==> config.mk <==
export PLATFORM = sky130hd
export DESIGN_NAME = traffic_light_monitor
export DESIGN_NICKNAME = d
export VERILOG_FILES = /design/src/rtl/traffic_light_monitor.sv
export SDC_FILE = /design/constraint.sdc
export NUM_CORES = 1
export LEC_CHECK = 0
export CAP_MARGIN = 0
export CORE_UTILIZATION = 45
export DETAILED_ROUTE_END_ITERATION = 16
export PLACE_DENSITY = 0.64
export SLEW_MARGIN = 15
export SYNTH_ARGS = -nofsm -noshare
export SYNTH_HDL_FRONTEND = slang
export SYNTH_SLANG_ARGS = --single-unit
==> constraint.sdc <==
create_clock -name clk -period 3.46 [get_ports clk]
set_input_delay 0.346 -clock clk [delete_from_list [all_inputs] [get_ports clk]]
set_output_delay 0.346 -clock clk [all_outputs]
set_load 0.02 [all_outputs]
==> src/rtl/traffic_light_monitor.sv <==
// Passive observer for a two-light junction: decodes both lamp vectors into a
// junction phase, counts completed cycles and latches the first fault seen.

// state | meaning
// UNK   | no trusted colour (after reset or an invalid lamp pattern)
// RED   | previous sample showed red
// GRN   | previous sample showed green
// YEL   | previous sample showed yellow
module tlm_light_checker #(
  parameter int GREEN_MIN = 6,
  parameter int GREEN_MAX = 7,
  parameter int YEL_MIN   = 1,
  parameter int YEL_MAX   = 2,
  parameter int CNT_W     = 8
) (
  input  logic       clk,
  input  logic       rst_n,
  input  logic       en_i,
  input  logic [2:0] lamp_i,
  output logic       inv_err_o,
  output logic       seq_err_o,
  output logic       tim_err_o
);

  typedef enum logic [1:0] {UNK, RED, GRN, YEL} colour_e;

  localparam logic [CNT_W-1:0] CNT_ONE = CNT_W'(1);
  localparam logic [CNT_W-1:0] CNT_SAT = {CNT_W{1'b1}};
  localparam logic [CNT_W-1:0] G_MIN   = CNT_W'(GREEN_MIN);
  localparam logic [CNT_W-1:0] G_LIM   = CNT_W'(GREEN_MAX + 1);
  localparam logic [CNT_W-1:0] Y_MIN   = CNT_W'(YEL_MIN);
  localparam logic [CNT_W-1:0] Y_LIM   = CNT_W'(YEL_MAX + 1);

  colour_e          state_q, state_d, colour;
  logic             lamp_ok, legal_step;
  logic [CNT_W-1:0] dwell_q, dwell_d, dwell_inc;

  always_ff @(posedge clk or negedge rst_n) begin
    if (!rst_n) begin
      state_q <= UNK;
      dwell_q <= '0;
    end else begin
      state_q <= state_d;
      dwell_q <= dwell_d;
    end
  end

  always_comb begin
    colour  = UNK;
    lamp_ok = 1'b1;
    case (lamp_i)
      3'b001:  colour = RED;
      3'b010:  colour = YEL;
      3'b100:  colour = GRN;
      default: lamp_ok = 1'b0;
    endcase

    legal_step = (state_q == RED && colour == GRN) ||
                 (state_q == GRN && colour == YEL) ||
                 (state_q == YEL && colour == RED);
    dwell_inc  = (dwell_q == CNT_SAT) ? dwell_q : dwell_q + CNT_ONE;

    state_d   = state_q;
    dwell_d   = dwell_q;
    inv_err_o = 1'b0;
    seq_err_o = 1'b0;
    tim_err_o = 1'b0;

    if (en_i) begin
      if (!lamp_ok) begin
        inv_err_o = 1'b1;
        state_d   = UNK;
        dwell_d   = '0;
      end else if (state_q == UNK) begin
        state_d = colour;
        dwell_d = CNT_ONE;
      end else if (colour == state_q) begin
        dwell_d   = dwell_inc;
        // watchdog: the limit is hit exactly once per dwell
        tim_err_o = (dwell_inc != dwell_q) &&
                    ((state_q == GRN && dwell_inc == G_LIM) ||
                     (state_q == YEL && dwell_inc == Y_LIM));
      end else begin
        state_d   = colour;
        dwell_d   = CNT_ONE;
        seq_err_o = !legal_step;
        // over-long dwells were already reported by the watchdog
        tim_err_o = (state_q == GRN && dwell_q < G_MIN) ||
                    (state_q == YEL && dwell_q < Y_MIN);
      end
    end
  end

endmodule

module traffic_light_monitor #(
  parameter int GREEN_MIN = 6,
  parameter int GREEN_MAX = 7,
  parameter int YEL_MIN   = 1,
  parameter int YEL_MAX   = 2,
  parameter int CNT_W     = 8
) (
  input  logic             clk,
  input  logic             rst_n,
  input  logic [2:0]       a,
  input  logic [2:0]       b,
  input  logic             clear,
  output logic [2:0]       phase,
  output logic             phase_valid,
  output logic [CNT_W-1:0] cycle_count,
  output logic             fault,
  output logic [2:0]       fault_code,
  output logic             err_pulse
);

  typedef enum logic [1:0] {LAST_NONE, LAST_A, LAST_B} last_e;

  logic [2:0]       a_q, b_q;
  logic             smp_vld_q;
  last_e            last_q, last_d;
  logic [2:0]       phase_q, phase_d;
  logic             phase_valid_q, phase_valid_d;
  logic [CNT_W-1:0] cycle_q, cycle_d;
  logic             fault_q, fault_d;
  logic [2:0]       code_q, code_d;
  logic             err_q, err_d;

  logic inv_a, seq_a, tim_a, inv_b, seq_b, tim_b;
  logic a_red, a_grn, a_yel, b_red, b_grn, b_yel, a_act, b_act;
  logic conflict, wrap;
  logic [7:1] err_vec;
  logic [2:0] first_code;

  // smp_vld_q keeps the reset value of the sample registers from being judged
  always_ff @(posedge clk or negedge rst_n) begin
    if (!rst_n) begin
      a_q       <= 3'b000;
      b_q       <= 3'b000;
      smp_vld_q <= 1'b0;
    end else begin
      a_q       <= a;
      b_q       <= b;
      smp_vld_q <= 1'b1;
    end
  end

  tlm_light_checker #(
    .GREEN_MIN(GREEN_MIN), .GREEN_MAX(GREEN_MAX),
    .YEL_MIN(YEL_MIN), .YEL_MAX(YEL_MAX), .CNT_W(CNT_W)
  ) u_light_a (
    .clk(clk), .rst_n(rst_n), .en_i(smp_vld_q), .lamp_i(a_q),
    .inv_err_o(inv_a), .seq_err_o(seq_a), .tim_err_o(tim_a)
  );

  tlm_light_checker #(
    .GREEN_MIN(GREEN_MIN), .GREEN_MAX(GREEN_MAX),
    .YEL_MIN(YEL_MIN), .YEL_MAX(YEL_MAX), .CNT_W(CNT_W)
  ) u_light_b (
    .clk(clk), .rst_n(rst_n), .en_i(smp_vld_q), .lamp_i(b_q),
    .inv_err_o(inv_b), .seq_err_o(seq_b), .tim_err_o(tim_b)
  );

  always_comb begin
    a_red = (a_q == 3'b001);
    a_yel = (a_q == 3'b010);
    a_grn = (a_q == 3'b100);
    b_red = (b_q == 3'b001);
    b_yel = (b_q == 3'b010);
    b_grn = (b_q == 3'b100);
    a_act = a_grn | a_yel;
    b_act = b_grn | b_yel;
    // an invalid pattern is never "active", so it masks the interlock check
    conflict = smp_vld_q & a_act & b_act;

    phase_d       = phase_q;
    phase_valid_d = phase_valid_q;
    last_d        = last_q;
    wrap          = 1'b0;
    if (smp_vld_q) begin
      phase_valid_d = 1'b1;
      if (a_grn && b_red)                           phase_d = 3'd0;
      else if (a_yel && b_red)                      phase_d = 3'd1;
      else if (a_red && b_grn)                      phase_d = 3'd3;
      else if (a_red && b_yel)                      phase_d = 3'd4;
      else if (a_red && b_red && last_q == LAST_A)  phase_d = 3'd2;
      else if (a_red && b_red && last_q == LAST_B)  phase_d = 3'd5;
      else                                          phase_valid_d = 1'b0;

      if (a_act && b_red) last_d = LAST_A;
      if (b_act && a_red) last_d = LAST_B;

      wrap = phase_valid_q && phase_q == 3'd5 && phase_valid_d && phase_d == 3'd0;
    end

    err_vec    = {tim_b, tim_a, seq_b, seq_a, inv_b, inv_a, conflict};
    first_code = 3'd0;
    for (int i = 7; i >= 1; i--) begin
      if (err_vec[i]) first_code = 3'(i);
    end
    err_d = |err_vec;

    fault_d = fault_q;
    code_d  = code_q;
    cycle_d = wrap ? cycle_q + CNT_W'(1) : cycle_q;
    if (clear) begin
      fault_d = 1'b0;
      code_d  = 3'd0;
      cycle_d = '0;
    end else if (err_d && !fault_q) begin
      fault_d = 1'b1;
      code_d  = first_code;
    end
  end

  always_ff @(posedge clk or negedge rst_n) begin
    if (!rst_n) begin
      last_q        <= LAST_NONE;
      phase_q       <= 3'd0;
      phase_valid_q <= 1'b0;
      cycle_q       <= '0;
      fault_q       <= 1'b0;
      code_q        <= 3'd0;
      err_q         <= 1'b0;
    end else begin
      last_q        <= last_d;
      phase_q       <= phase_d;
      phase_valid_q <= phase_valid_d;
      cycle_q       <= cycle_d;
      fault_q       <= fault_d;
      code_q        <= code_d;
      err_q         <= err_d;
    end
  end

  assign phase       = phase_q;
  assign phase_valid = phase_valid_q;
  assign cycle_count = cycle_q;
  assign fault       = fault_q;
  assign fault_code  = code_q;
  assign err_pulse   = err_q;

endmodule

==> run summary, run 1 <==
### Die
- die area: 7251 um2
- die width: 85.16 um
- starting density of the core: 47.91%
- Vert. Die Dim: 85.16 um
- Row Count: 29
- Std-Cell Core Area: 6495 um2
- top-level port count: 26

### Setup path
- minimum setup slack among reg-to-reg paths: 720 ps
- element type at the critical path start: flop
- critical path start-end classification: flop to flop
- Crit Path Max Fanout: 9
- data arrival at the endpoint of the critical path: 2930 ps
- type of element capturing the critical path: flop
- Crit path required time: 3650 ps

### Synth
- register area share after synthesis: 36.99%
- number of enable flip-flop cells after synthesis: 0
- distinct cell type count of the synthesized netlist: 66
- Post-Synthesis Mean Instance Area: 8.410 um2
- cell count after synthesis: 370
- Synth Register Bits: 46
- prevailing post-synth register cell: sky130_fd_sc_hd__dfrtp_1
- Yosys warnings: 0
- combined area of all synthesized cells: 3112 um2
- Post-synth ARST share: 100.0%
- syn_nets: 384

### Timing
- Worst Slack Setup Final: 721.0 ps
- remaining max-slew budget at the tightest pin: 61.12%
- Least-Margin Pin Slew: 582.0 ps
- Final setup viols: 0
- Max Clock Skew: 6.546 ps
- TNS Setup: 0 ps
- total count of max-transition violations in the final report: 0
- RSZ-0062 raised after global routing: false
- maximum clock frequency: 0.3651 GHz
- minimum clock period: 2739 ps
- hold violation total from the final report: 0
- fin crit share: 79.16%

### Global routing
- vias in the first global route: 2509
- total global-route track usage: 20.53%
- initial antenna violation count: 0
- wire length of the first global-routing pass: 12.14 mm
- Remaining Overflow, GRT: 0
- largest net degree at the start of global routing: 47

### Placement
- estimated wirelength of the detail-placed design: 4.847 mm
- cell count after placement: 450
- gpl congestion: 0.8596
- dpl ws: 703.9 ps
- number of port buffers: 25

### Clocking
- level count of the clock H-tree: 2
- maximum count of clock buffers along a single path: 2
- CTS Root Buffer Type: sky130_fd_sc_hd__clkbuf_8
- cts bufs inserted: 5
- CTS tree: built
- post-CTS setup buffer count: 0
- worst skew pair latency: 290 ps
- Clock transition at path regs: 90 ps
- Resized Gates After CTS: 0
- total of hold buffers inserted after clock tree synthesis: 0
- clock tree sinks: 46

### Layout
- utilization of the core after routing: 52.75%
- final layout net count: 394
- fraction of layout cells with a size suffix above 1: 7.368%
- number of standard cells in the final layout excluding fillers: 457
- top library cells by usage in the layout, fill and taps aside: 46 x sky130_fd_sc_hd__dfrtp_1, 36 x sky130_fd_sc_hd__a21oi_1, 34 x sky130_fd_sc_hd__nand2_1
- growth of design area from synthesis to finish: 10.09%
- most frequent standard cell in the layout excluding fill and tap cells: sky130_fd_sc_hd__dfrtp_1
- diode count: 0

### Route
- Avg Vias per Cell: 5.906
- met3 wire length: 255 um
- wire length on met1: 3.382 mm
- average detailed-routed wire length per instance: 15.16 um
- number of DRC markers in iteration 0: 177
- highest metal layer with signal wires: met4
- detailed-route via count: 2699
- ANT nets after route: 0
- met2 routed wirelength: 3.234 mm
- Post-route DRC: 0
- Routed Wire Length: 6.929 mm
- iteration count of the initial detailed-routing pass: 4

### Power and ir drop
- Tot Pwr: 1.113 mW
- share of power burned in the clock network: 28.6%
- total net switching power: 0.3278 mW
- internal power component: 0.7854 mW
- combinational share of power: 16.4%
- PwrDens: 324.9 nW/um2
- Max rail drop VDD: 0.1749 mV
- sequential share of power: 55.0%
- static leakage: 1.403 nW
- Switching Share: 29.45%

### Hold path
- type of the tightest min-delay check: input port to asynchronous set/reset pin

### Status
- run status: finished clean

### Flow run
- number of maximum-capacitance constraint violations: 0

cells in the mapped netlist, drive strengths merged (4+ instances only):
master | n | area (um2)
dfrtp | 46 | 1151
a21oi | 36 | 180.2
nand2 | 34 | 127.6
nor2 | 30 | 112.6
inv | 17 | 63.81
o21ai | 16 | 80.08
buf | 15 | 87.59
xor2 | 12 | 105.1
clkbuf | 11 | 52.54
nand2b | 11 | 68.82
nand3 | 10 | 50.05
nand4 | 9 | 56.30
and2 | 8 | 56.31
nor2b | 7 | 43.79
nor3 | 7 | 35.03
o22ai | 7 | 43.79
a31oi | 6 | 37.54
and3 | 6 | 37.54
a22oi | 5 | 37.54
and4 | 5 | 46.29
ha | 5 | 62.56
a21o | 4 | 31.28
a31o | 4 | 35.03
xnor2 | 4 | 35.03
routing by layer:
metal | track usage [%] | up-vias
li1 | - | 1358
met1 | 29.94 | 1274
met2 | 32.84 | 61
met3 | 3.113 | 6
met4 | 3.390 | 0
met5 | 0 | -
worst paths after layout:
check                                                  from                                to  cells after the start
hold / removal                                        rst_n  u_light_a.dwell_q[1]$_DFFE_PN0P_                      1
min in group clk                                       b[2]                  b_q[2]$_DFF_PN0_                      1
max in group asynchronous                             rst_n             last_q[0]$_DFFE_PN0P_                      1
hold reg to reg                     phase_valid$_DFFE_PN0P_           phase_valid$_DFFE_PN0P_                      2
setup reg to reg           u_light_a.dwell_q[0]$_DFFE_PN0P_         fault_code[0]$_DFFE_PN0P_                      8
setup / recovery           u_light_a.dwell_q[0]$_DFFE_PN0P_         fault_code[0]$_DFFE_PN0P_                      8
per-stage QoR:
step / area [um2] / hold WS [ps]
final: 3426 / 52.69
after floorplan: 3112 / 50.41
after CTS: 3423 / 272.4
after global routing: 3426 / 104.3
after global placement: 3343 / 524.4
after detailed placement: 3343 / 547.5
critical path, cell delays in order, from the launching register on:
cell and delay (ps):
sky130_fd_sc_hd__dfrtp_1 490, sky130_fd_sc_hd__ha_1 250, sky130_fd_sc_hd__and3_1 330, sky130_fd_sc_hd__and2_4 220, sky130_fd_sc_hd__nor3_1 60, sky130_fd_sc_hd__o311a_1 340, sky130_fd_sc_hd__a2111o_1 410, sky130_fd_sc_hd__o31a_1 270
sky130_fd_sc_hd__a311oi_1 270
flip-flops by register name, summed over array words and instances (netlist names):
signal             flops
u_light_a.state_q      2
u_light_a.dwell_q      8
phase                  3
u_light_b.dwell_q      8
b_q                    3
fault                  1
last_q                 2
err_pulse              1
phase_valid            1
cycle_count            8
a_q                    3
smp_vld_q              1
fault_code             3
u_light_b.state_q      2
power by group through the flow:
stage	Combinational [mW]	Clock, mW	Sequential [mW]
6_report	0.183	0.318	0.612
5_1_grt	0.205	0.352	0.620
4_1_cts	0.184	0.332	0.612
3_5_place_dp	0.184	0	0.622
3_3_place_gp	0.182	0	0.621
2_1_floorplan	0.138	0	0.601
cell type report:
class / instances / area (um2)
multi-input cells: 280 / 1753
flip-flops and latches: 46 / 1151
fillers: 652 / 3069
repair buffers: 29 / 277.8
clock inverters: 1 / 7.507
inverters: 18 / 67.56
well taps: 77 / 96.34
clock buffers: 6 / 72.57
cell families after synthesis:
group	Yosys count	share of synthesized area [%]
AND/OR/NAND/NOR	144	24.65
adder cells (fa/ha/maj)	5	2.010
flip-flops	46	36.99
multiplexers	6	2.051
XOR/XNOR	16	4.503
AO/OA/AOI/OAI	108	23.00
other	1	0.1205
buffers and inverters	44	6.674
Note: power is estimated with default switching activity, not from simulation.
==> run 2: changes to the inputs <==
==> constraint.sdc (replaced) <==
create_clock -name clk -period 2.55 [get_ports clk]
set_input_delay 0.255 -clock clk [delete_from_list [all_inputs] [get_ports clk]]
set_output_delay 0.255 -clock clk [all_outputs]
set_load 0.02 [all_outputs]
==> run 2 against run 1 <==
Net effect: global-route usage rose by 0.58 points; design area rose by 8.7%; power increased by 49%; sequential cell count stayed put; highest routed layer unchanged; via count grew 6.6%; sequential share of layout area decreased by 2.6 points; register-to-register slack lost 610 ps; final cell count grew 6.6%; clock skew about the same; non-clock buffer count grew 30; critical path depth is the same; first-iteration DRC count increased by 28%.
==> run summary, run 2 (synthesis gave the netlist of run 1 again) <==
### Route
- iteration count of the initial detailed-routing pass: 4
- Routed Wire Length: 7.227 mm
- Avg Vias per Cell: 5.908
- Post-route DRC: 0
- ANT nets after route: 0
- detailed-route via count: 2877
- number of DRC markers in iteration 0: 226
- average detailed-routed wire length per instance: 14.84 um

### Placement
- cell count after placement: 479
- estimated wirelength of the detail-placed design: 5.249 mm
- gpl congestion: 0.8793
- number of port buffers: 25

### Setup path
- data arrival at the endpoint of the critical path: 2650 ps
- type of element capturing the critical path: flop
- delay of the slowest cell on the worst path: 490 ps
- gate family responsible for the most delay along the worst path: compound AO/OA/AOI/OAI gates
- element type at the critical path start: flop
- Crit Path Max Fanout: 8
- number of buffers and inverters on the critical path: 0
- critical path start-end classification: flop to flop
- CP cell instances: or3b_2, a211o_1, a221oi_2, o311a_1, a2111o_1, o31a_1, nor2_1, a311oi_2
- Crit path required time: 2760 ps
- Worst path slowest cell: sky130_fd_sc_hd__or3b_2

### Timing
- maximum clock frequency: 0.4093 GHz
- fin crit share: 95.82%
- hold violation total from the final report: 0
- Final setup viols: 0
- remaining max-slew budget at the tightest pin: 66.51%
- RSZ-0062 raised after global routing: true
- worst slack on hold paths: 391.9 ps
- total count of max-transition violations in the final report: 0
- Max Clock Skew: 6.876 ps
- minimum clock period: 2443 ps
- Least-Margin Pin Slew: 500.9 ps

### Clocking
- CTS tree: built
- maximum count of clock buffers along a single path: 2
- CTS Root Buffer Type: sky130_fd_sc_hd__clkbuf_8
- worst skew pair latency: 300 ps
- clock tree sinks: 46
- Clock transition at path regs: 80 ps
- cts bufs inserted: 5
- level count of the clock H-tree: 2

### Flow run
- number of maximum-capacitance constraint violations: 0

### Global routing
- most used routing layer: met2
- vias in the first global route: 2666
- wire length of the first global-routing pass: 12.28 mm
- Remaining Overflow, GRT: 0
- largest net degree at the start of global routing: 27
- GR met3 Demand/Resource: 3.405%
- total global-route track usage: 21.12%
- met1 GRT Util: 28.49%
- global-route met2 utilization: 35.26%
- initial antenna violation count: 0

### Die
- top-level port count: 26
- die width: 85.16 um
- starting density of the core: 47.91%
- Vert. Die Dim: 85.16 um
- die area: 7251 um2
- Std-Cell Core Area: 6495 um2
- Row Count: 29

### Power and ir drop
- static leakage: 1.577 nW
- Max rail drop VDD: 0.2535 mV
- PwrDens: 446.4 nW/um2

### Layout
- most frequent standard cell in the layout excluding fill and tap cells: sky130_fd_sc_hd__dfrtp_1
- fraction of layout cells with a size suffix above 1: 16.10%
- final layout net count: 424
- top library cells by usage in the layout, fill and taps aside: 45 x sky130_fd_sc_hd__dfrtp_1, 36 x sky130_fd_sc_hd__a21oi_1, 34 x sky130_fd_sc_hd__nand2_1
- count of filler cells inserted in the layout: 617
- growth of design area from synthesis to finish: 19.62%
- diode count: 0
- number of standard cells in the final layout excluding fillers: 487

### Hold path
- type of the tightest min-delay check: input port to flop

### Status
- run status: finished clean

## run 2: changes by cell type in the layout (fill, tap and decap cells not counted), sizes merged
cell / change
dlygate4sd3: +1
clkinvlp: -1
buf: +29
bufinv: +1
## run 2: where the power goes
part	leakage, nW	internal, mW	switching [mW]	total, mW
Combinational	0.919	0.134	0.160	0.294
Clock	0.0573	0.314	0.238	0.552
Sequential	0.601	0.765	0.0518	0.817
## run 2: final timing paths
path	start	endpoint	slack, ps	cells after the start
max	a_q[1]$_DFF_PN0_	fault_code[0]$_DFFE_PN0P_	110	8
min	b[1]	b_q[1]$_DFF_PN0_	390	1
max reg2reg	a_q[1]$_DFF_PN0_	fault_code[0]$_DFFE_PN0P_	110	8
min reg2reg	fault_code[2]$_DFFE_PN0P_	fault_code[2]$_DFFE_PN0P_	560	2
max in group asynchronous	rst_n	a_q[1]$_DFF_PN0_	1370	3
min in group asynchronous	rst_n	u_light_a.dwell_q[5]$_DFFE_PN0P_	450	2
## run 2: repair_timing
item,CTS,global route
endpoints found under the setup margin,0,7
endpoints found under the hold margin,20,0
resized for setup,0,9
buffers inserted,0,0
hold buffers,1,0
## run 2: metrics by stage
stage / setup slack [ps] / power [mW] / util, % / cell area [um2] / setup TNS [ps]
after floorplan: 23.85 / 1.003 / - / 3112 / 0
after global placement: 125.2 / 1.112 / 54.83 / 3561 / 0
after detailed placement: 49.69 / 1.116 / 54.83 / 3561 / 0
after CTS: 31.42 / 1.667 / 56.71 / 3684 / 0
after global routing: -14.11 / 1.741 / 57.31 / 3722 / -14.11
final: 106.5 / 1.662 / 57.31 / 3722 / 0
## run 2: metal layers
metal	up-vias	wire, um
li1	1427	-
met1	1380	3416
met2	61	3398
met3	9	317
met4	0	94
met5	-	0
## run 2: area by class of cell
cell class,instances,area [um2],area share (%)
Clock buffer,6,82.58,2.218
Inverter,18,67.56,1.815
Timing Repair Buffer,59,503.0,13.51
Tap cell,77,96.34,2.588
Clock inverter,1,30.03,0.8067
Sequential cell,46,1152,30.96
Multi-Input combinational cell,280,1790,48.10
==> run 3: changes to the inputs <==
--- a/config.mk
+++ b/config.mk
@@ -7,9 +7,10 @@
 export LEC_CHECK = 0
 export CAP_MARGIN = 0
 export CORE_UTILIZATION = 45
+export CTS_CLUSTER_DIAMETER = 80
 export DETAILED_ROUTE_END_ITERATION = 16
 export PLACE_DENSITY = 0.64
-export SLEW_MARGIN = 15
 export SYNTH_ARGS = -nofsm -noshare
 export SYNTH_HDL_FRONTEND = slang
+export SYNTH_HIERARCHICAL = 1
 export SYNTH_SLANG_ARGS = --single-unit
==> run 3 against run 2 <==
Net effect: the run now ends with negative setup slack left; sequential cell count stayed put; clock power down 15%; combinational power rose by 57%; critical path depth rose by 3; clock skew grew 1.6 ps; clock-buffer cell count unchanged; largest power group unchanged.
==> run summary, run 3 <==
### Die
- die width: 87.66 um
- die area: 7684 um2
- top-level port count: 26
- starting density of the core: 47.55%
- Std-Cell Core Area: 6944 um2
- Row Count: 30
- Vert. Die Dim: 87.66 um

### Route
- average detailed-routed wire length per instance: 14.73 um
- ANT nets after route: 0
- Post-route DRC: 0
- Avg Vias per Cell: 5.696
- Routed Wire Length: 7.954 mm
- detailed-route via count: 3076
- number of DRC markers in iteration 0: 191
- iteration count of the initial detailed-routing pass: 4

### Global routing
- Remaining Overflow, GRT: 0
- total global-route track usage: 21.17%
- largest net degree at the start of global routing: 28
- initial antenna violation count: 0
- vias in the first global route: 2798
- wire length of the first global-routing pass: 12.81 mm

### Hold path
- beginning of the worst hold path: a[2]
- type of the tightest min-delay check: input port to flop

### Synth
- biggest area consumer among synthesized cells: sky130_fd_sc_hd__dfrtp_1
- compound-cell area share of the yosys netlist: 22.13%
- Post-Synthesis Mean Instance Area: 8.689 um2
- main combinational cell family by area after synthesis: simple AND/OR/NAND/NOR gates
- syn_nets: 394
- xor/xnor cell area share of the yosys netlist: 2.122%
- prevailing post-synth register cell: sky130_fd_sc_hd__dfrtp_1
- list of most frequent post-synthesis cells: 46 x sky130_fd_sc_hd__dfrtp_1, 35 x sky130_fd_sc_hd__a21oi_1, 30 x sky130_fd_sc_hd__nor2_1, 23 x sky130_fd_sc_hd__nand3_1, 22 x sky130_fd_sc_hd__inv_1
- ranking of synthesized cells by area: sky130_fd_sc_hd__dfrtp_1 35%, sky130_fd_sc_hd__a21oi_1 5.3%, sky130_fd_sc_hd__nand3_1 3.5%
- simple-gate share of the synthesized area: 27.09%
- proportion of synthesized area in mux cells: 4.888%
- Yosys warnings: 6
- Synth Register Bits: 46
- Post-synth ARST share: 100.0%
- most common cell in the synthesized netlist: sky130_fd_sc_hd__dfrtp_1
- cell count after synthesis: 380
- number of enable flip-flop cells after synthesis: 0
- combined area of all synthesized cells: 3302 um2
- Post-Synth Adder-Cell Area: 1.895%
- Yosys top cell area share: 34.86%
- register area share after synthesis: 34.86%
- distinct cell type count of the synthesized netlist: 63

### Clocking
- maximum count of clock buffers along a single path: 2
- cts bufs inserted: 5
- CTS Root Buffer Type: sky130_fd_sc_hd__clkbuf_8
- CTS tree: built
- clock tree sinks: 46
- Clock transition at path regs: 90 ps
- worst skew pair latency: 300 ps
- level count of the clock H-tree: 2

### Setup path
- critical path start-end classification: flop to flop
- Crit Path Max Fanout: 5
- data arrival at the endpoint of the critical path: 2780 ps
- type of element capturing the critical path: flop
- Crit path required time: 2710 ps
- CP startpoint: u_light_a/dwell_q[0]$_DFFE_PN0P_
- source of the worst register-to-register timing path: u_light_a/dwell_q[0]$_DFFE_PN0P_
- element type at the critical path start: flop

### Timing
- remaining max-slew budget at the tightest pin: 40.52%
- Max Clock Skew: 8.464 ps
- RSZ-0062 raised after global routing: true
- worst slack on hold paths: 384.7 ps
- Least-Margin Pin Slew: 890.5 ps
- total count of max-transition violations in the final report: 0
- Worst Slack Setup Final: -73.41 ps
- Final setup viols: 2
- hold violation total from the final report: 0
- minimum clock period: 2623 ps
- maximum clock frequency: 0.3812 GHz
- fin crit share: 102.9%

### Layout
- top library cells by usage in the layout, fill and taps aside: 51 x sky130_fd_sc_hd__buf_4, 43 x sky130_fd_sc_hd__dfrtp_1, 33 x sky130_fd_sc_hd__a21oi_1
- count of filler cells inserted in the layout: 595
- growth of design area from synthesis to finish: 27.09%
- fraction of layout cells with a size suffix above 1: 24.77%
- final layout net count: 457
- diode count: 0
- number of standard cells in the final layout excluding fillers: 540
- most frequent standard cell in the layout excluding fill and tap cells: sky130_fd_sc_hd__buf_4

### Power and ir drop
- static leakage: 1.702 nW
- Max rail drop VDD: 0.2471 mV
- PwrDens: 417.1 nW/um2

### Placement
- cell count after placement: 522
- estimated wirelength of the detail-placed design: 5.576 mm
- number of port buffers: 25
- gpl congestion: 0.9177

### Flow run
- number of maximum-capacitance constraint violations: 0

### Status
- violated checks: negative setup slack
- run status: finished with violations

[run 3: power breakdown]
part           switching, mW  internal, mW
Combinational          0.249         0.212
Clock                  0.251         0.218
Sequential            0.0459         0.774
[run 3: stage by stage]
| step | power (mW) | TNS, ps | cell area (um2) | util [%] | setup slack (ps) |
|---|---|---|---|---|---|
| 2_1_floorplan | 1.089 | 0 | 3302 | - | 9.344 |
| 3_3_place_gp | 1.231 | -482.3 | 3867 | 55.69 | -204.6 |
| 3_5_place_dp | 1.236 | -413.8 | 3867 | 55.69 | -175.8 |
| 4_1_cts | 1.730 | -196.0 | 4059 | 58.45 | -112.7 |
| 5_1_grt | 1.845 | -533.2 | 4197 | 60.43 | -220.7 |
| 6_report | 1.750 | -137.0 | 4197 | 60.43 | -73.41 |
[run 3: final cells by class]
cell class	count	area, um2	share of cell area [%]
inverters	26	97.59	2.326
clock inverters	2	12.51	0.2982
repair buffers	79	660.6	15.74
flip-flops and latches	46	1155	27.52
multi-input cells	285	2068	49.28
well taps	96	120.1	2.862
clock buffers	6	82.58	1.968
[run 3: logic make-up (layout without fill, tap and decap cells)]
| logic type | after synthesis | after routing |
|---|---|---|
| DFF | 46 | 46 |
| muxes | 15 | 15 |
| buffers and inverters | 49 | 113 |
| and+or+nand+nor | 148 | 148 |
| other | 1 | 1 |
| AOI/OAI and AO/OA | 108 | 108 |
| xor gates and xnor gates | 8 | 8 |
| adders and majority gates | 5 | 5 |
[run 3: worst max-delay path, cell delays in order, from the launching register on]
cell and delay [ps]:
sky130_fd_sc_hd__dfrtp_2 460, sky130_fd_sc_hd__inv_2 100, sky130_fd_sc_hd__ha_4 210, sky130_fd_sc_hd__a211oi_1 230, sky130_fd_sc_hd__mux2i_1 140, sky130_fd_sc_hd__a221o_1 350, sky130_fd_sc_hd__a2111oi_4 440, sky130_fd_sc_hd__inv_1 100
sky130_fd_sc_hd__a21oi_2 140, sky130_fd_sc_hd__o21bai_1 80, sky130_fd_sc_hd__a21oi_2 150, sky130_fd_sc_hd__a211oi_2 90
[run 3: per-layer routing]
layer,part of all wire (%),wire [um],GRT usage (%)
met5,0,0,0
met4,1.5,116,5.961
met3,3.6,286,3.110
met2,49,3877,36.43
met1,46,3673,27.73
[run 3: timing repair]
action / in CTS / in global routing
setup endpoints to repair: 3 / 4
hold buffers: 1 / 0
gates cloned: 0 / 0
endpoints found under the hold margin: 19 / 0
resized for setup: 12 / 21
setup buffers: 2 / 7
pin swaps: 8 / 12
[run 3: worst paths after layout]
| check | endpoint | slack, ps | cells after the start |
|---|---|---|---|
| setup / recovery | fault_code[0]$_DFFE_PN0P_ | -70 | 11 |
| hold / removal | a_q[2]$_DFF_PN0_ | 380 | 1 |
| setup reg to reg | fault_code[0]$_DFFE_PN0P_ | -70 | 11 |
| hold reg to reg | fault_code[1]$_DFFE_PN0P_ | 570 | 2 |
| max in group asynchronous | u_light_a/dwell_q[0]$_DFFE_PN0P_ | 1370 | 3 |
| min in group asynchronous | u_light_b/dwell_q[7]$_DFFE_PN0P_ | 430 | 2 |
